--- config.mk ---
export PLATFORM = sky130hd
export DESIGN_NAME = uart_tx_drain_flat
export DESIGN_NICKNAME = d
export VERILOG_FILES = /design/src/rtl/uart_pkg.sv /design/src/rtl/uart_tx_drain_if.sv /design/src/rtl/uart_baud_gen.sv /design/src/rtl/uart_tx_drain.sv /design/src/flat_wrapper.sv
export SDC_FILE = /design/constraint.sdc
export NUM_CORES = 1
export LEC_CHECK = 0
export ABC_AREA = 1
export BUFFER_PORTS_ARGS = -buffer_cell sky130_fd_sc_hd__buf_4
export CAP_MARGIN = 30
export CORE_MARGIN = 2
export CORE_UTILIZATION = 37
export DETAILED_ROUTE_END_ITERATION = 7
export GPL_TIMING_DRIVEN = 0
export HOLD_SLACK_MARGIN = 0.05
export SLEW_MARGIN = 40
export SYNTH_ARGS = -nofsm -noshare
export SYNTH_HDL_FRONTEND = slang
export SYNTH_SLANG_ARGS = --single-unit
--- constraint.sdc ---
create_clock -name clk -period 3.5 [get_ports clk]
set_clock_uncertainty 0.05 [all_clocks]
set_input_delay 0.35 -clock clk [delete_from_list [all_inputs] [get_ports clk]]
set_output_delay 0.35 -clock clk [all_outputs]
set_load 0.02 [all_outputs]
--- src/rtl/uart_pkg.sv ---
// Shared types and helpers for the UART transmit path.
package uart_pkg;

  typedef enum logic [2:0] {
    IDLE   = 3'd0,
    START  = 3'd1,
    DATA   = 3'd2,
    PARITY = 3'd3,
    STOP   = 3'd4
  } state_t;

  localparam logic MARK = 1'b1;

  // Never returns 0 so single-entry counters still get a 1-bit register.
  function automatic int clog2(input int v);
    int r;
    r = 0;
    while ((1 << r) < v) r++;
    return (r < 1) ? 1 : r;
  endfunction

endpackage

--- src/rtl/uart_tx_drain_if.sv ---
// Pop-side handshake between the sync FIFO and the UART transmitter.
interface uart_tx_drain_if #(parameter int DATA_W = 8);
  logic              empty_i;
  logic              pop_o;
  logic [DATA_W-1:0] pop_data_i;

  modport master (input empty_i, input pop_data_i, output pop_o);
  modport slave  (output empty_i, output pop_data_i, input pop_o);
endinterface

--- src/rtl/uart_baud_gen.sv ---
// Bit-time divider: counts 0..CLKS_PER_BIT-1 and strobes bit_end on the last count.
module uart_baud_gen
  import uart_pkg::*;
#(
  parameter int CLKS_PER_BIT = 16
) (
  input  logic clk,
  input  logic reset,
  input  logic clear,
  input  logic en,
  output logic bit_end
);
  localparam int W = clog2(CLKS_PER_BIT);
  localparam logic [W-1:0] LAST = W'(CLKS_PER_BIT - 1);

  logic [W-1:0] baud_cnt;

  assign bit_end = en & (baud_cnt == LAST);

  always_ff @(posedge clk or posedge reset) begin
    if (reset)        baud_cnt <= '0;
    else if (clear)   baud_cnt <= '0;
    else if (en)      baud_cnt <= bit_end ? '0 : baud_cnt + W'(1);
  end
endmodule

--- src/rtl/uart_tx_drain.sv ---
// Pops one FIFO word per frame and serializes it: start, data LSB first,
// optional parity, then STOP_BITS stop bits.
module uart_tx_drain
  import uart_pkg::*;
#(
  parameter int DATA_W       = 8,
  parameter int CLKS_PER_BIT = 16,
  parameter int STOP_BITS    = 1,
  parameter int PARITY_EN    = 0,
  parameter int PARITY_ODD   = 0
) (
  input  logic            clk,
  input  logic            reset,
  input  logic            enable_i,
  uart_tx_drain_if.master fifo,
  output logic            tx_o,
  output logic            busy_o,
  output logic            done_o
);
  localparam int CW = clog2(DATA_W);
  localparam logic [CW-1:0] LAST_DATA = CW'(DATA_W - 1);
  localparam logic [CW-1:0] LAST_STOP = CW'(STOP_BITS - 1);
  localparam logic          PAR_ODD   = (PARITY_ODD != 0);

  state_t            state, state_n;
  logic [DATA_W-1:0] shift_q, shift_n;
  logic              par_q, par_n;
  logic [CW-1:0]     bit_cnt, bit_cnt_n;
  logic              tx_n, done_n, pop, bit_end;

  uart_baud_gen #(.CLKS_PER_BIT(CLKS_PER_BIT)) u_baud (
    .clk     (clk),
    .reset   (reset),
    .clear   (pop),
    .en      (state != IDLE),
    .bit_end (bit_end)
  );

  assign fifo.pop_o = pop;

  always_comb begin
    state_n   = state;
    shift_n   = shift_q;
    par_n     = par_q;
    bit_cnt_n = bit_cnt;
    done_n    = 1'b0;
    pop       = 1'b0;
    case (state)
      IDLE: begin
        pop = enable_i & ~fifo.empty_i & ~reset;
        if (pop) begin
          shift_n   = fifo.pop_data_i;
          par_n     = (^fifo.pop_data_i) ^ PAR_ODD;
          bit_cnt_n = '0;
          state_n   = START;
        end
      end
      START:  if (bit_end) state_n = DATA;
      DATA: begin
        if (bit_end) begin
          shift_n = shift_q >> 1;
          if (bit_cnt == LAST_DATA) begin
            bit_cnt_n = '0;
            state_n   = (PARITY_EN != 0) ? PARITY : STOP;
          end else begin
            bit_cnt_n = bit_cnt + CW'(1);
          end
        end
      end
      PARITY: if (bit_end) state_n = STOP;
      STOP: begin
        // bit_cnt is reused to count stop bits
        if (bit_end) begin
          if (bit_cnt == LAST_STOP) begin
            bit_cnt_n = '0;
            state_n   = IDLE;
            done_n    = 1'b1;
          end else begin
            bit_cnt_n = bit_cnt + CW'(1);
          end
        end
      end
      default: state_n = IDLE;
    endcase

    // Line level is derived from the next state so tx_o can be a flop.
    case (state_n)
      START:   tx_n = 1'b0;
      DATA:    tx_n = shift_n[0];
      PARITY:  tx_n = par_n;
      default: tx_n = MARK;
    endcase
  end

  always_ff @(posedge clk or posedge reset) begin
    if (reset) begin
      state   <= IDLE;
      shift_q <= '0;
      par_q   <= 1'b0;
      bit_cnt <= '0;
      tx_o    <= MARK;
      busy_o  <= 1'b0;
      done_o  <= 1'b0;
    end else begin
      state   <= state_n;
      shift_q <= shift_n;
      par_q   <= par_n;
      bit_cnt <= bit_cnt_n;
      tx_o    <= tx_n;
      busy_o  <= (state_n != IDLE);
      done_o  <= done_n;
    end
  end
endmodule

--- src/flat_wrapper.sv ---
// flat-port wrapper written by rule: the top's interface ports become plain ports
module uart_tx_drain_flat import uart_pkg::*;
#(
  parameter int DATA_W       = 8,
  parameter int CLKS_PER_BIT = 16,
  parameter int STOP_BITS    = 1,
  parameter int PARITY_EN    = 0,
  parameter int PARITY_ODD   = 0
)
  (clk, reset, enable_i, tx_o, busy_o, done_o, fifo_empty_i, fifo_pop_data_i, fifo_pop_o);
  uart_tx_drain_if #(.DATA_W(DATA_W)) fifo_i ();
  input  logic clk;
  input  logic reset;
  input  logic enable_i;
  output logic tx_o;
  output logic busy_o;
  output logic done_o;
  input wire logic [$bits(fifo_i.empty_i)-1:0] fifo_empty_i;
  input wire logic [$bits(fifo_i.pop_data_i)-1:0] fifo_pop_data_i;
  output wire logic [$bits(fifo_i.pop_o)-1:0] fifo_pop_o;
  assign fifo_i.empty_i = fifo_empty_i;
  assign fifo_i.pop_data_i = fifo_pop_data_i;
  assign fifo_pop_o = fifo_i.pop_o;
  uart_tx_drain #(.DATA_W(DATA_W), .CLKS_PER_BIT(CLKS_PER_BIT), .STOP_BITS(STOP_BITS), .PARITY_EN(PARITY_EN), .PARITY_ODD(PARITY_ODD)) u_core (.clk(clk), .reset(reset), .enable_i(enable_i), .fifo(fifo_i), .tx_o(tx_o), .busy_o(busy_o), .done_o(done_o));
endmodule
**Word level (Yosys, flattened, before mapping)**

Index checks and enable logic that the tools add are counted.

- Input bits: 12
- Flip-flop bits (word level): 22
- Output and inout port bits: 4
- Logic and storage cells: 65

- Multiplexer cells: 27
- Bitwise operators: 5
- $add $sub $neg: 2
- Eq/ne operators: 12
- Reductions and logical operators: 10

Operators by type and width:

| kind | number |
|---|---|
| $mux W3 | 12 |
| $mux W8 | 2 |
| $pmux W8 S2 | 1 |
| $pmux W3 S5 | 1 |
| $eq A3 B2 Y1 const B | 4 |
| $mux W4 | 3 |
| $pmux W3 S3 | 1 |
| $reduce_bool A3 Y1 | 3 |
| $reduce_xor A8 Y1 | 1 |
| $eq A3 B1 Y1 const B | 2 |
| $eq A3 B3 Y1 const B | 2 |
| $logic_not A3 Y1 | 2 |
| $mux W1 | 6 |
| $add A4 B1 Y4 const B | 1 |
| $eq A4 B4 Y1 const B | 1 |
| $ne A2 B2 Y1 const B | 2 |
| $reduce_and A4 Y1 | 1 |
| $reduce_bool A2 Y1 | 2 |
| $add A3 B1 Y3 const B | 1 |
| $and A1 B1 Y1 | 3 |
| $pmux W1 S3 | 1 |
| $reduce_and A3 Y1 | 1 |
| $ne A2 B1 Y1 const B | 1 |
| $not A1 Y1 | 2 |

**Longest topological paths before layout**

- Word-level depth: 7
- Gate-level depth with buffers: 10
- Mapped depth without buffers: 10

**Hierarchy**

Synthesis repeated with hierarchy kept, for this count alone.

- Cell total of the unflattened synthesis: 185
- Area, all modules: 1366.3 sq um

By module, submodules not included:

| module | cells an instance | times used | sequential area each (sq um) | area an instance (sq um) |
|---|---|---|---|---|
| uart_tx_drain | 156 | 1 | 451.7 | 1148.6 |
| uart_baud_gen | 29 | 1 | 100.1 | 217.7 |

**Worst setup path before layout**

No wires, ideal clock.

- Kind: input to register
- From: in reset
- To: reg u_core.par_q
- Path buffers: 0
- Required time: 3.366 ns
- Cell stages on the path: 5
- Library setup time: 0.084 ns
- Setup slack: 1.710 ns
- Data arrival time: 1.656 ns
- Cells stage by stage: inv_1 nand2_1 nor2_4 or2_1 a21boi_0

- Word-level cells in the longest chain between the ends: 4

RTL lines:

| item | RTL line | text |
|---|---|---|
| from (decl) | flat_wrapper.sv:13 | `input logic reset;` |
| $not A1 Y1 | uart_tx_drain.sv:50 | `pop = enable_i & ~fifo.empty_i & ~reset;` |
| $and A1 B1 Y1 | uart_tx_drain.sv:50 |  |
| $mux W1 | uart_tx_drain.sv:51 | `if (pop) begin` |
| $mux W1 | uart_tx_drain.sv:48 | `case (state)` |
| via u_core.par_n | uart_tx_drain.sv:27 | `logic par_q, par_n;` |
| to (signal assigned) | uart_tx_drain.sv:107 | `par_q <= par_n;` |
| to (decl) | uart_tx_drain.sv:27 |  |

The timed path passes the listed nets, and every way through them passes these cells.
A chain may end at the register's enable or synchronous reset.

**Worst setup path after layout**

- From: in reset
- To: out fifo_pop_o

- Word-level cells in the longest chain between the ends: 3

RTL lines:

| item | RTL line | text |
|---|---|---|
| $not A1 Y1 | uart_tx_drain.sv:50 |  |
| $and A1 B1 Y1 | uart_tx_drain.sv:50 |  |
| $mux W1 | uart_tx_drain.sv:48 |  |
| to (decl) | flat_wrapper.sv:20 | `output wire logic [$bits(fifo_i.pop_o)-1:0] fifo_pop_o;` |

No other way between the ends.

==> impl_metrics.py <==
metrics = {
    "synth": {
        "synth_nets": 195,
        "synthCells": 179,
        "ys_warn_count": 0,
        "ys_types": 26,
        "ys_top_cells_by_area": "dfrtp_1 (39%), nand2_1 (17%), nand3_1 (7.1%)",
        "synth_seq_cells": 22,
        "netlist_area_sq_um": 1341,
        "yosysTopAreaCellShare_pct": 39.18,
        "yosysSeqAreaShare_pct": 41.14,
        "synth_area_leader_cell": "dfrtp_1",
        "syn_area_per_cell_sq_um": 7.493,
    },
    "global_route": {
        "gr-total-overflow": 0,
        "antenna_found_initial": 0,
        "grt_pass1_wl_microns": 4650,
        "grt_max_degree": 24,
        "gr-usage-all-layers_pct": 14.25,
        "grt_pass1_vias": 1133,
    },
    "routing": {
        "initialDrtViolationCount": 30,
        "drt-pass1-iter-count": 4,
        "drcViolationCount": 0,
        "via_count": 1143,
        "wl_per_cell_microns": 10.28,
        "antenna_left": 0,
        "viasPerCell": 4.665,
        "drt_wl_total_microns": 2519,
    },
    "power": {
        "switchingPower_mw": 0.2993,
        "seqPwrFrac_pct": 46.3,
        "peakVddDrop_v": 0.0001373,
        "p_leak_nw": 0.8277,
        "clkPwrFrac_pct": 17.1,
        "p_int_mw": 0.5120,
        "swShare_pct": 36.89,
        "p_comb_share_pct": 36.5,
        "p_per_area_nw_per_um2": 520.8,
    },
    "cts": {
        "htreeDepth": 1,
        "cts_made_buffers": 3,
        "clock_latency_ns": 0.30,
        "cts_num_sinks": 22,
        "clk_pin_slew_worst_paths_ns": 0.12,
        "ctsRootBufferMaster": "clkbuf_4",
        "cts_tree": "done",
        "clockBufferDepth": 2,
    },
    "timing": {
        "setup_tns_ns": 0,
        "fin_crit_sh_pct": 70.63,
        "tightest_slew_ns": 0.4710,
        "rsz0062_at_grt": "no",
        "slew_headroom_pct": 68.55,
        "fmax_mhz": 404.5,
        "finalCriticalPeriod_ns": 2.472,
        "hold_viol_final": 0,
        "drv_slew": 0,
        "finalSetupViolCount": 0,
    },
    "worst_setup_path": {
        "r2r_cells": 7,
        "critPathLaunchType": "primary input",
        "worstPathArrival_ns": 2.07,
        "cp-end-kind": "primary output",
        "critPathRequiredTime_ns": 3.10,
        "r2r_slack_ns": 1.86,
        "crit_type": "primary input to primary output",
        "crit_buf_inv": 4,
        "crit_path_frequent_cell": "buf_4",
        "critPathMaxStageDelay_ns": 0.54,
        "path_cells": "dlygate4sd3_1 -> buf_4 -> inv_2 -> nand2_1 -> nor2_4 -> buf_4",
        "critical-path-top-delay-family": "buffers and inverters",
        "worst_r2r_endpoint": "u_core.busy_o",
        "slowest_stage": "dlygate4sd3_1",
        "r2r_start": "u_core.u_baud.baud_cnt[0]",
        "cp_max_fo": 23,
    },
    "die": {
        "fp.dieW_microns": 64.21,
        "core_area_sq_um": 3416,
        "io_pins": 16,
        "die-area_sq_um": 4123,
        "start_util_pct": 39.27,
        "die_h_microns": 64.21,
        "num_rows": 21,
    },
    "placed_design": {
        "hpwl_microns": 2012,
        "dp_cells": 240,
        "gp_congestion": 0.7864,
        "io_buffer_count": 15,
    },
    "cells_and_area": {
        "fillers": 373,
        "antennaDiodeCount": 0,
        "drive_above_1_share_pct": 20.10,
        "final_nets": 216,
        "fin_util_pct": 45.60,
        "instances_no_fill": 245,
        "area_growth_pct": 16.14,
    },
    "worst_hold_path": {
        "whs_endpoint": "u_core.shift_q[0]",
        "hp-start": "fifo_pop_data_i[0]",
        "hold_path_class": "primary input to flip-flop",
        "min_path_cells": 3,
    },
    "outcome": {
        "status": "finished, final reports clean",
    },
    "run": {
        "max_cap_violations": 0,
    },
}
[through the flow]
stage | worst slack (ns) | area (sq um) | hold slack (ns) | power, mW
2_1_floorplan | 1.710 | 1341 | 0.2970 | 0.6043
3_3_place_gp | 1.193 | 1511 | 0.4236 | 0.6670
3_5_place_dp | 1.132 | 1511 | 0.4221 | 0.6824
4_1_cts | 1.134 | 1548 | 0.1885 | 0.8250
5_1_grt | 0.8464 | 1558 | 0.2511 | 0.8890
6_report | 1.028 | 1558 | 0.2500 | 0.8113
[cell families after synthesis]
| family | Yosys count | share of synthesized area (%) |
|---|---|---|
| xor+xnor | 2 | 1.306 |
| buf+inv | 29 | 8.302 |
| simple gates | 104 | 37.13 |
| fa+ha+maj | 4 | 3.731 |
| flops | 22 | 41.14 |
| compound gates | 18 | 8.396 |
[worst max path at each step]
stage,start,to,cells past startpoint
after floorplan,reset,u_core.par_q,5
after global placement,reset,fifo_pop_o,5
after detailed placement,reset,fifo_pop_o,5
after CTS,reset,fifo_pop_o,5
after global routing,reset,fifo_pop_o,6
final,reset,fifo_pop_o,6
[flip-flops by register name, summed over array words and instances (netlist names)]
signal                  cells
u_core.bit_cnt              3
u_core.done_o               1
u_core.u_baud.baud_cnt      4
u_core.tx_o                 1
u_core.busy_o               1
u_core.shift_q              8
u_core.state                3
u_core.par_q                1
[cells in the mapped netlist, drive strengths merged]
library cell and count:
nand2 65, inv 29, nand3 22, dfrtp 21
nor2 10, o21ai 8, o211ai 6, ha 4
nor3 4, a21oi 2, or2 2, a21boi 1
dfstp 1, nand4 1, o22ai 1, xnor2 1
xor2 1
[worst reg2reg max path: stages (launching register included)]
cell     delay, ns
dfrtp_1       0.41
ha_1          0.21
nand2_2       0.08
nor2_4        0.17
nand2_4       0.10
o21ai_2       0.16
nand4_1       0.13
or2_1         0.24
[power groups by stage]
| stage | Sequential [mW] | Clock [mW] | Combinational (mW) |
|---|---|---|---|
| floorplan | 0.384 | 0 | 0.220 |
| global placement | 0.378 | 0 | 0.289 |
| detailed placement | 0.382 | 0 | 0.301 |
| CTS | 0.376 | 0.147 | 0.301 |
| global route | 0.386 | 0.160 | 0.343 |
| finish | 0.376 | 0.139 | 0.296 |
[layout make-up]
class | count | area [sq um] | area share [%]
repair buffers | 16 | 122.6 | 7.872
well taps | 46 | 57.56 | 3.695
clock buffers | 4 | 36.28 | 2.329
flip-flops and latches | 22 | 551.8 | 35.42
multi-input cells | 128 | 678.2 | 43.53
inverters | 29 | 111.4 | 7.149
[repair_timing]
item / CTS / global route
resized for setup: 0 / 0
setup buffers: 0 / 0
hold endpoints to repair: 0 / 21
hold buffers: 0 / 1
endpoints found under the setup margin: 0 / 0
[layout by cell type (no fill, tap or decap), types with 2 or more instances in the layout]
master    instances
inv_2             7
o21ai_0           6
clkbuf_4          3
nand2_2           3
nor2_4            3
ha_1              4
inv_1            21
buf_4            15
o211ai_1          6
a21oi_1           2
dfrtp_1          21
nand3_1          19
or2_1             2
nor2_1            7
nor3_1            4
nand3_2           2
nand2_4           2
nand2_1          60
[per-layer routing]
| layer | routed length (microns) | global-route usage [%] | share of wire (%) | vias up |
|---|---|---|---|---|
| li1 | - | - | - | 612 |
| met1 | 1111 | 16.59 | 44 | 516 |
| met2 | 1322 | 26.04 | 52 | 13 |
| met3 | 55 | 1.585 | 2.2 | 2 |
| met4 | 30 | 6.383 | 1.2 | 0 |
| met5 | 0 | 0 | 0 | - |
No activity file was read; power rests on OpenSTA's default activity.
